### src/rtl/fpsr_pkg.sv
// Shared constants, types and helpers for the FPSR game/quiz sequencer.
package fpsr_pkg;

    // One-hot state bit positions; quiz and game states are consecutive so that
    // "advance" is a left shift of the state vector.
    localparam int ST_INIT = 0;
    localparam int ST_Q1   = 1;
    localparam int ST_Q2   = 2;
    localparam int ST_Q3   = 3;
    localparam int ST_G1   = 4;
    localparam int ST_G2   = 5;
    localparam int ST_G3   = 6;
    localparam int ST_DONE = 7;
    localparam int NUM_ST  = 8;

    typedef enum logic [1:0] {
        DIR_UP    = 2'd0,
        DIR_RIGHT = 2'd1,
        DIR_DOWN  = 2'd2,
        DIR_LEFT  = 2'd3
    } dir_e;

    localparam int SCORE_W = 8;
    typedef logic [SCORE_W-1:0] score_t;

    // Unsigned add that clamps at the all-ones score instead of wrapping.
    function automatic score_t sat_add(input score_t a, input logic [1:0] inc);
        logic [SCORE_W:0] sum;
        sum = {1'b0, a} + {{(SCORE_W-1){1'b0}}, inc};
        return sum[SCORE_W] ? {SCORE_W{1'b1}} : sum[SCORE_W-1:0];
    endfunction

endpackage

### src/rtl/fpsr_seq_checker.sv
// Tracks progress through one game's move list and flags completion or forfeit.
module fpsr_seq_checker
    import fpsr_pkg::*;
#(
    parameter int SEQ_LEN  = 4,
    parameter int MAX_MISS = 3
) (
    input  logic                 clk,
    input  logic                 rst_n,
    input  logic                 clear,
    input  logic                 move_valid,
    input  dir_e                 move_code,
    input  logic [2*SEQ_LEN-1:0] seq,
    output logic                 seq_done,
    output logic                 forfeit
);

    localparam int IDX_W  = (SEQ_LEN > 1) ? $clog2(SEQ_LEN) : 1;
    localparam int MISS_W = $clog2(MAX_MISS + 1);

    logic [IDX_W-1:0]  move_idx;
    logic [MISS_W-1:0] miss_cnt;
    logic [1:0]        want;
    logic              hit;
    logic              last;

    always_comb begin
        want     = seq[{move_idx, 1'b0} +: 2];
        hit      = move_valid && (2'(move_code) == want);
        last     = (move_idx == IDX_W'(SEQ_LEN - 1));
        seq_done = hit && last;
        forfeit  = move_valid && !hit && (miss_cnt == MISS_W'(MAX_MISS - 1));
    end

    // NOTE: reset is sampled only at the clock edge, so it sits inside the
    // clocked block with no reset term in the sensitivity list; all state
    // updates use non-blocking assignments so every flop sees pre-edge values.
    always_ff @(posedge clk) begin
        if (!rst_n || clear) begin
            move_idx <= '0;
            miss_cnt <= '0;
        end else if (move_valid) begin
            if (hit) begin
                if (last) begin
                    move_idx <= '0;
                    miss_cnt <= '0;
                end else begin
                    move_idx <= move_idx + 1'b1;
                end
            end else begin
                move_idx <= '0;
                miss_cnt <= forfeit ? '0 : miss_cnt + 1'b1;
            end
        end
    end

endmodule

### src/rtl/fpsr_game_fsm.sv
// FPSR quiz/game sequencer: one-hot state flags for the VGA overlays plus a
// saturating player score.
module fpsr_game_fsm
    import fpsr_pkg::*;
#(
    parameter logic [15:0]          ANS_Q1   = 16'h0005,
    parameter logic [15:0]          ANS_Q2   = 16'h00A0,
    parameter logic [15:0]          ANS_Q3   = 16'h8001,
    parameter int                   SEQ_LEN  = 4,
    parameter logic [2*SEQ_LEN-1:0] SEQ_G1   = 8'b00_01_10_11,
    parameter logic [2*SEQ_LEN-1:0] SEQ_G2   = 8'b11_11_00_01,
    parameter logic [2*SEQ_LEN-1:0] SEQ_G3   = 8'b10_00_11_01,
    parameter int                   MAX_MISS = 3
) (
    input  logic               ClkPort,
    input  logic               Reset_n,
    input  logic               btn_c,
    input  logic               up,
    input  logic               right,
    input  logic               down,
    input  logic               left,
    input  logic [15:0]        sw,
    output logic               q_Init,
    output logic               q_Q1,
    output logic               q_Q2,
    output logic               q_Q3,
    output logic               q_G1,
    output logic               q_G2,
    output logic               q_G3,
    output logic               q_Done,
    output logic               sw_ok,
    output logic [SCORE_W-1:0] score
);

    localparam logic [NUM_ST-1:0] S_INIT = NUM_ST'(1) << ST_INIT;
    localparam logic [NUM_ST-1:0] S_Q1   = NUM_ST'(1) << ST_Q1;
    localparam logic [NUM_ST-1:0] S_Q2   = NUM_ST'(1) << ST_Q2;
    localparam logic [NUM_ST-1:0] S_Q3   = NUM_ST'(1) << ST_Q3;
    localparam logic [NUM_ST-1:0] S_G1   = NUM_ST'(1) << ST_G1;
    localparam logic [NUM_ST-1:0] S_G2   = NUM_ST'(1) << ST_G2;
    localparam logic [NUM_ST-1:0] S_G3   = NUM_ST'(1) << ST_G3;
    localparam logic [NUM_ST-1:0] S_DONE = NUM_ST'(1) << ST_DONE;

    logic [NUM_ST-1:0]    state;
    logic [NUM_ST-1:0]    state_n;
    score_t               score_n;
    logic [3:0]           dirs;
    logic                 in_game;
    logic                 move_single;
    logic                 move_valid;
    dir_e                 move_code;
    logic [2*SEQ_LEN-1:0] seq_sel;
    logic                 quiz_ok;
    logic                 seq_done;
    logic                 forfeit;

    assign dirs        = {left, down, right, up};
    assign in_game     = state[ST_G1] | state[ST_G2] | state[ST_G3];
    assign move_single = (dirs != 4'd0) && ((dirs & (dirs - 4'd1)) == 4'd0);
    // Moves use the live switches; sw_ok is only a registered hint for the overlay.
    assign move_valid  = in_game && (sw == 16'h0000) && move_single;

    assign quiz_ok = (state[ST_Q1] && sw == ANS_Q1)
                   | (state[ST_Q2] && sw == ANS_Q2)
                   | (state[ST_Q3] && sw == ANS_Q3);

    always_comb begin
        case (dirs)
            4'b0010: move_code = DIR_RIGHT;
            4'b0100: move_code = DIR_DOWN;
            4'b1000: move_code = DIR_LEFT;
            default: move_code = DIR_UP;
        endcase
    end

    always_comb begin
        if (state[ST_G2])      seq_sel = SEQ_G2;
        else if (state[ST_G3]) seq_sel = SEQ_G3;
        else                   seq_sel = SEQ_G1;
    end

    fpsr_seq_checker #(
        .SEQ_LEN  (SEQ_LEN),
        .MAX_MISS (MAX_MISS)
    ) u_seq_checker (
        .clk        (ClkPort),
        .rst_n      (Reset_n),
        .clear      (!in_game),
        .move_valid (move_valid),
        .move_code  (move_code),
        .seq        (seq_sel),
        .seq_done   (seq_done),
        .forfeit    (forfeit)
    );

    // NOTE: every signal written here gets a default first, so no path can
    // leave it unassigned and infer a latch.
    always_comb begin
        state_n = state;
        score_n = score;
        case (state)
            S_INIT: begin
                if (btn_c) begin
                    state_n = S_Q1;
                    score_n = '0;
                end
            end
            S_Q1, S_Q2, S_Q3: begin
                if (btn_c) begin
                    state_n = state << 1;
                    if (quiz_ok) score_n = sat_add(score, 2'd1);
                end
            end
            S_G1, S_G2, S_G3: begin
                if (seq_done) begin
                    state_n = state << 1;
                    score_n = sat_add(score, 2'd2);
                end else if (forfeit) begin
                    state_n = state << 1;
                end
            end
            S_DONE: begin
                if (btn_c) state_n = S_INIT;
            end
            default: state_n = S_INIT;
        endcase
    end

    always_ff @(posedge ClkPort) begin
        if (!Reset_n) begin
            state <= S_INIT;
            score <= '0;
            sw_ok <= 1'b0;
        end else begin
            state <= state_n;
            score <= score_n;
            sw_ok <= (sw == 16'h0000);
        end
    end

    assign q_Init = state[ST_INIT];
    assign q_Q1   = state[ST_Q1];
    assign q_Q2   = state[ST_Q2];
    assign q_Q3   = state[ST_Q3];
    assign q_G1   = state[ST_G1];
    assign q_G2   = state[ST_G2];
    assign q_G3   = state[ST_G3];
    assign q_Done = state[ST_DONE];

endmodule

### config.mk
export PLATFORM = sky130hd
export DESIGN_NAME = fpsr_game_fsm
export DESIGN_NICKNAME = d
export VERILOG_FILES = /design/src/rtl/fpsr_pkg.sv /design/src/rtl/fpsr_seq_checker.sv /design/src/rtl/fpsr_game_fsm.sv
export SDC_FILE = /design/constraint.sdc
export NUM_CORES = 1
export LEC_CHECK = 0
export ABC_AREA = 1
export CAP_MARGIN = 20
export CORE_ASPECT_RATIO = 0.7
export CORE_MARGIN = 2
export CORE_UTILIZATION = 40
export CTS_BUF_LIST = sky130_fd_sc_hd__clkbuf_8 sky130_fd_sc_hd__clkbuf_16
export CTS_CLUSTER_SIZE = 20
export DETAILED_ROUTE_END_ITERATION = 7
export GPL_TIMING_DRIVEN = 0
export PLACE_DENSITY = 0.71
export SYNTH_ARGS = -nofsm -noshare
export SYNTH_HDL_FRONTEND = slang
export SYNTH_HIERARCHICAL = 1
export SYNTH_SLANG_ARGS = --single-unit
### constraint.sdc
create_clock -name ClkPort -period 2.57 [get_ports ClkPort]
set_clock_uncertainty 0.15 [all_clocks]
set_input_delay 0.514 -clock ClkPort [delete_from_list [all_inputs] [get_ports ClkPort]]
set_output_delay 0.514 -clock ClkPort [all_outputs]
set_load 0.02 [all_outputs]
==> run_results.csv <==
group,metric,value,unit
detailed_routing,via_count,2127,
pwr,p_leak,1.342,nW
detailed_routing,vias_per_cell,4.878,
pwr,p_clk_share,10.3,%
final_layout,area_growth,43.62,%
clock_tree,cts_tree,"yes",
logic_synthesis,yosysSeqAreaShare,22.94,%
critical_path,critPathMaxStageDelay,0.26,ns
floorplan,pin_count,40,
detailed_routing,drc_errors,0,
floorplan,rows,20,
critical_path,crit_type,"input port to flip-flop",
pwr,pwr-share-seq,23.6,%
final_layout,finalNonFillerCells,436,
pwr,power.switching,0.001030,W
final_layout,final_util,60.11,%
grt,grt.total_usage,19.78,%
sta,max_freq,420.5,MHz
clock_tree,clk_pin_slew_worst_paths,0.08,ns
logic_synthesis,yosys_warnings,6,
sta,hold_viol,0,
detailed_routing,first_pass_iters,4,
clock_tree,hold_buffers,0,
pwr,pwr-share-comb,66.0,%
pwr,power,0.002137,W
floorplan,core-area,4379,µm²
logic_synthesis,netlist_area,1833,µm²
pwr,switching_share,48.22,%
sta,min_period,2.378,ns
clock_tree,cts_root_buffer,"clkbuf_8",
floorplan,die_x,84.91,µm
grt,grt_max_degree,12,
detailed_routing,drt_iter0_drc,105,
placement,port_buffers,39,
logic_synthesis,syn_inst,319,
final_layout,fin_area,2633,µm²
placement,placed_cells,413,
critical_path,critPathLaunchType,"input port",
final_layout,fillCellCount,417,
grt,grt_pass1_wl,8.238,mm
logic_synthesis,syn-num-nets,345,
clock_tree,cts_sinks,21,
critical_path,cp_data_arrival_time,2.40,ns
logic_synthesis,avgSynthCellArea,5.746,µm²
final_layout,n_antenna_cell,0,
detailed_routing,ant_nets,0,
pwr,vdd_drop_max,0.5105,mV
placement,place_area,2292,µm²
min_path,hold_path_class,"flip-flop to flip-flop",
placement,pre_cts_slack,-0.5625,ns
final_layout,drive_gt1_share,21.78,%
logic_synthesis,ys.flop_type,"dfxtp_1",
clock_tree,clockBufferDepth,2,
flow_run,cap_violations,0,
run_status,status,"finished, final reports clean",
final_layout,nNetsFinal,408,
grt,grt_pass1_vias,1866,
clock_tree,clk_latency,0.27,ns
sta,setup_slack,0.1919,ns
critical_path,end_kind,"flip-flop",
pwr,power.internal,0.001106,W
grt,antenna_found_initial,0,
grt,overflow,0,
logic_synthesis,ys_types,29,
floorplan,dieArea,5149,µm²
sta,finalMaxSlewViolations,0,
logic_synthesis,synth-async-reset-ratio,0,%
critical_path,cpMaxStageDelayCell,"dlygate4sd2_1",
logic_synthesis,synth_enable_flop_cells,0,
sta,finalSetupViolCount,0,
placement,dpl.hpwl,3.639,mm
critical_path,crit_required,2.59,ns
detailed_routing,wl_per_cell,11.79,µm
floorplan,initial_utilization,41.86,%
critical_path,crit_chain,"dlygate4sd2_1, or2_4, nor2_4, nand4_1, nor2_4, nand3_4, nor2_4, or2_1, nand2_2, nor2_4, buf_6, nand2_2, nand2_1, nor2_1",
critical_path,crit_top_cell,"nor2_4",
clock_tree,htree_levels,1,
pwr,p_per_area,811.7,nW/µm²
floorplan,die_h,60.64,µm
sta,fin_crit_sh,92.53,%
clock_tree,cts_made_buffers,3,
detailed_routing,wirelength,5.139,mm
critical_path,crit_fanout,5,
logic_synthesis,synth_seq_cells,21,
placement,place.gp.congestion,0.8836,
[final timing paths]
kind / from / endpoint / slack (ns) / cells after the start
setup / recovery: sw[2] / score[3]$_SDFFE_PN0P_ / 0.19 / 14
hold / removal: u_seq_checker/miss_cnt[1]$_SDFFE_PP0P_ / u_seq_checker/miss_cnt[1]$_SDFFE_PP0P_ / 0.34 / 2
setup reg to reg: state[5]$_SDFFE_PN0P_ / score[3]$_SDFFE_PN0P_ / 0.25 / 15
hold reg to reg: u_seq_checker/miss_cnt[1]$_SDFFE_PP0P_ / u_seq_checker/miss_cnt[1]$_SDFFE_PP0P_ / 0.34 / 2
[kinds of logic after synthesis]
logic type      after synthesis  synth area share [%]
compound gates               41                 12.83
flops                        21                 22.93
other cells                   1                0.2046
fa+ha+maj                     3                 2.048
xor+xnor                      4                 1.912
simple gates                194                 48.12
buf+inv                      55                 11.95
[worst max-delay path, delay by kind of cell]
kind	cells	cell delay, ns
and+or+nand+nor	12	1.46
buffers and inverters	2	0.42
[cells in the mapped netlist (3+ instances only)]
library cell	instances	area, µm²
inv_2	7	26.28
a21oi_2	3	26.28
nand2_2	10	62.56
nand4_1	5	31.28
nand2_1	86	322.8
dfxtp_1	21	420.4
ha_1	3	37.54
a21oi_1	16	80.08
inv_1	44	165.2
nor2_2	4	25.02
nand3_2	4	40.04
o21ai_0	19	95.09
nor2_1	53	198.9
xor2_1	3	26.28
nand2_4	4	45.04
nor3_1	3	15.01
nand3_1	20	100.1
[placed cells by master, fill, tap and decap left out, drive strengths merged, types with 3 or more instances in the layout]
| master | synthesis | layout |
|---|---|---|
| xor2 | 3 | 3 |
| ha | 3 | 3 |
| or2 | 3 | 3 |
| buf | 3 | 22 |
| nand2 | 100 | 100 |
| clkdlybuf4s50 | 0 | 23 |
| nand4 | 5 | 5 |
| o21ai | 19 | 19 |
| dlymetal6s2s | 0 | 15 |
| a21oi | 19 | 19 |
| inv | 51 | 52 |
| dfxtp | 21 | 21 |
| nor3 | 3 | 3 |
| nand3 | 24 | 24 |
| clkbuf | 1 | 4 |
| nor2 | 59 | 59 |
[power groups by stage]
stage          Combinational, W  Clock [W]  Sequential (W)
2_1_floorplan          0.000755          0        0.000564
3_3_place_gp            0.00113          0        0.000505
3_5_place_dp            0.00114          0        0.000509
4_1_cts                 0.00128   0.000225        0.000501
5_1_grt                 0.00156   0.000241        0.000517
6_report                0.00141   0.000221        0.000505
[routing by layer]
metal,wire length (µm),share of wire (%),up-vias,global-route usage (%)
met1,2499,49,922,28.41
met5,0,0,-,0
met2,2138,42,71,31.16
li1,-,-,1128,-
met4,54,1.1,0,2.948
met3,446,8.7,6,4.762
[registers in the layout, summed over array words and instances (netlist names)]
signal / count
u_seq_checker/move_idx: 2
state: 8
u_seq_checker/miss_cnt: 2
score: 8
sw_ok: 1
[through the flow]
step                hold WS (ns)    TNS, ns
finish                    0.3439          0
global route              0.3576  -0.004719
CTS                       0.3320          0
detailed placement        0.3172     -8.188
global placement          0.3219     -7.331
floorplan                 0.3070          0
[timing repair]
item,in CTS,in global routing
cloned,2,0
buffers inserted,13,4
pin swaps,7,21
setup endpoints to repair,16,17
resized for setup,15,38
[final cells by class]
class / instances / area (µm²) / share of cell area (%)
clock buffers: 3 / 41.29 / 1.568
inverters: 51 / 193.9 / 7.367
plain buffers: 4 / 31.28 / 1.188
flip-flops and latches: 21 / 420.4 / 15.97
repair buffers: 58 / 576.8 / 21.91
clock inverters: 1 / 3.754 / 0.1426
multi-input cells: 243 / 1296 / 49.24
well taps: 55 / 68.82 / 2.614
Note: power is estimated with default switching activity, not from simulation.
==> patch, RTL diff (config.mk and constraints unchanged) <==
Set the package constant `SCORE_W` to 12 (it was 8).
--- a/src/rtl/fpsr_pkg.sv
+++ b/src/rtl/fpsr_pkg.sv
@@ -21,5 +21,5 @@
     } dir_e;
 
-    localparam int SCORE_W = 8;
+    localparam int SCORE_W = 12;
     typedef logic [SCORE_W-1:0] score_t;
 
Ports: changed (resized score); port bits go from 40 to 44. No check against the original RTL was run, so the function may have changed too.
==> patch against the original RTL <==
Combinational power rose by 52%; sequential share of layout area about the same; final area increased by 20%; worst setup slack got worse by 0.087 ns; sequential cell count rose by 4; critical endpoint is now score[5]; critical path depth up 1; area after synthesis increased by 27%; highest routed layer unchanged; wire length grew 27%; total power increased by 42%; synthesized cell count increased by 25%; global-route usage rose by 0.39 points; largest cell class unchanged.
==> patch: results (changes against the original RTL) <==
syn avg cell area 5.835 sq um (+1.5%); dpl cells 516 (+25%); first-pass GRT wire length 10.42 mm (+26%); leakage power 0.001554 uW (+16%); Highest Signal Layer met4; Clock Path Buffers 2 (unchanged); Internal 1475 uW (+33%); Synth Net Count 424 (+23%); Worst-Margin Slew roughly 0.55 ns; Peak supply drop 532.2 uV (+4.2%); top cells by count, synth nand2_1 (116), nor2_1 (66), inv_1 (48), nand3_1 (39), dfxtp_1 (25); port bufs 43 (+10%); PwrDens 965.6 mW/mm^2 (+19%); Area contributors post-synth dfxtp_1 (22%), nand2_1 (19%), nor2_1 (11%); sequential area share after synthesis 21.55% (-1.4 points); ANT cells 0 (unchanged); CTS Buf Count 3 (unchanged); ys async rst share 0% (unchanged); met1 WL 3.227 mm (+29%); Via density 4.940 (+1.3%); Avg WL per Cell 12.20 microns (+3.5%); WL met3 325 microns (-27%); worst-path maximum fanout 4 (-1); H-Tree Depth 1 (unchanged); initial antenna violation count 0 (unchanged); metal2 WL 2.959 mm (+38%); Iteration-0 DRC Markers 213 (+100%); clk slew on worst S/H paths about 0.090 ns; crit path DAT 2.49 ns (+0.09 ns); share of post-route cells with drive strength above 1 20.35% (-1.4 points); Root Driver clkbuf_8; outcome finished, final reports clean; Worst R2R Path Depth 15 (unchanged); post-synth cell types 33 (+14%); drt pass-1 iters 5 (+1); vias in the first global route 2306 (+24%); Finished Layout Cells 537 (+23%); nets@finish 489 (+20%); warnings from Yosys 6 (unchanged); filler instances 540 (+29%); largest net degree at the start of global routing 15 (+3); dpl hpwl 4.611 mm (+27%); GR Util All Layers 20.16% (+0.39 points); Placer Congestion 0.8709 (-1.4%); Top Registers score: 12 flops, state: 8 flops
patch: cell families (layout without fill, tap and decap cells):
| logic type | count (synthesis) | in the layout | synth area share, % |
|---|---|---|---|
| DFF | 25 | 25 | 21.55 |
| buffers and inverters | 63 | 127 | 11.48 |
| adders and majority gates | 3 | 3 | 1.617 |
| xor gates and xnor gates | 7 | 7 | 2.640 |
| and+or+nand+nor | 261 | 261 | 52.37 |
| other | 1 | 1 | 0.1615 |
| AOI/OAI and AO/OA | 38 | 38 | 10.18 |
patch: power groups by stage:
stage	clock network, uW	registers (uW)	logic, uW
3_3_place_gp	0	655	1920
2_1_floorplan	0	731	1360
5_1_grt	269	678	2380
6_report	239	656	2150
3_5_place_dp	0	657	1950
4_1_cts	255	649	2030
patch: area by class of cell:
cell class                 count  area share [%]
multi-input combinational    310           52.62
buffer                         8           1.865
inverter                      55           6.706
sequential                    25           15.95
clock buffer                   3           1.310
clock inverter                 1          0.1587
timing repair buffer          60           18.41
tap                           75           2.976
patch: metrics by stage:
stage                     setup WS (ns)  instance area, sq um  total power, uW  hold WS, ns  setup TNS [ns]
after global routing          -0.007828                  3153             3327       0.4039        -0.01771
final                            0.1047                  3153             3045       0.3736               0
after CTS                     -0.008106                  3012             2932       0.3514       -0.008106
after detailed placement        -0.6757                  2846             2605       0.3368          -11.82
after floorplan                  0.1667                  2322             2095       0.3070               0
after global placement          -0.6519                  2846             2573       0.3268          -11.13
patch: repair_timing:
item                       CTS  global route
gates cloned                 2             0
pin swaps                   14            25
setup endpoints to repair   20            21
resized for setup           22            46
buffers inserted            10             5
patch: final timing paths:
kind / from / endpoint / slack (ns)
max: sw[14] / score[5] / 0.10
min: u_seq_checker/miss_cnt[1] / u_seq_checker/miss_cnt[1] / 0.37
max reg2reg: state[6] / score[5] / 0.25
min reg2reg: u_seq_checker/miss_cnt[1] / u_seq_checker/miss_cnt[1] / 0.37
patch: worst max-delay path, cell delays in order:
cell,delay [ns]
clkdlybuf4s15_1,0.18
nor2_1,0.11
nand2_2,0.07
nor2_2,0.13
nand4_1,0.21
nor3_4,0.31
nand3_2,0.14
nor2_4,0.17
nor3_4,0.06
nor2_4,0.18
buf_6,0.15
buf_12,0.09
nand3b_1,0.06
nand2_1,0.06
nor2_1,0.05
patch: routing by layer:
metal,up-vias,GRT usage [%]
li1,1376,-
met1,1202,28.79
met2,71,33.10
met3,4,2.344
met4,0,3.442
met5,-,0
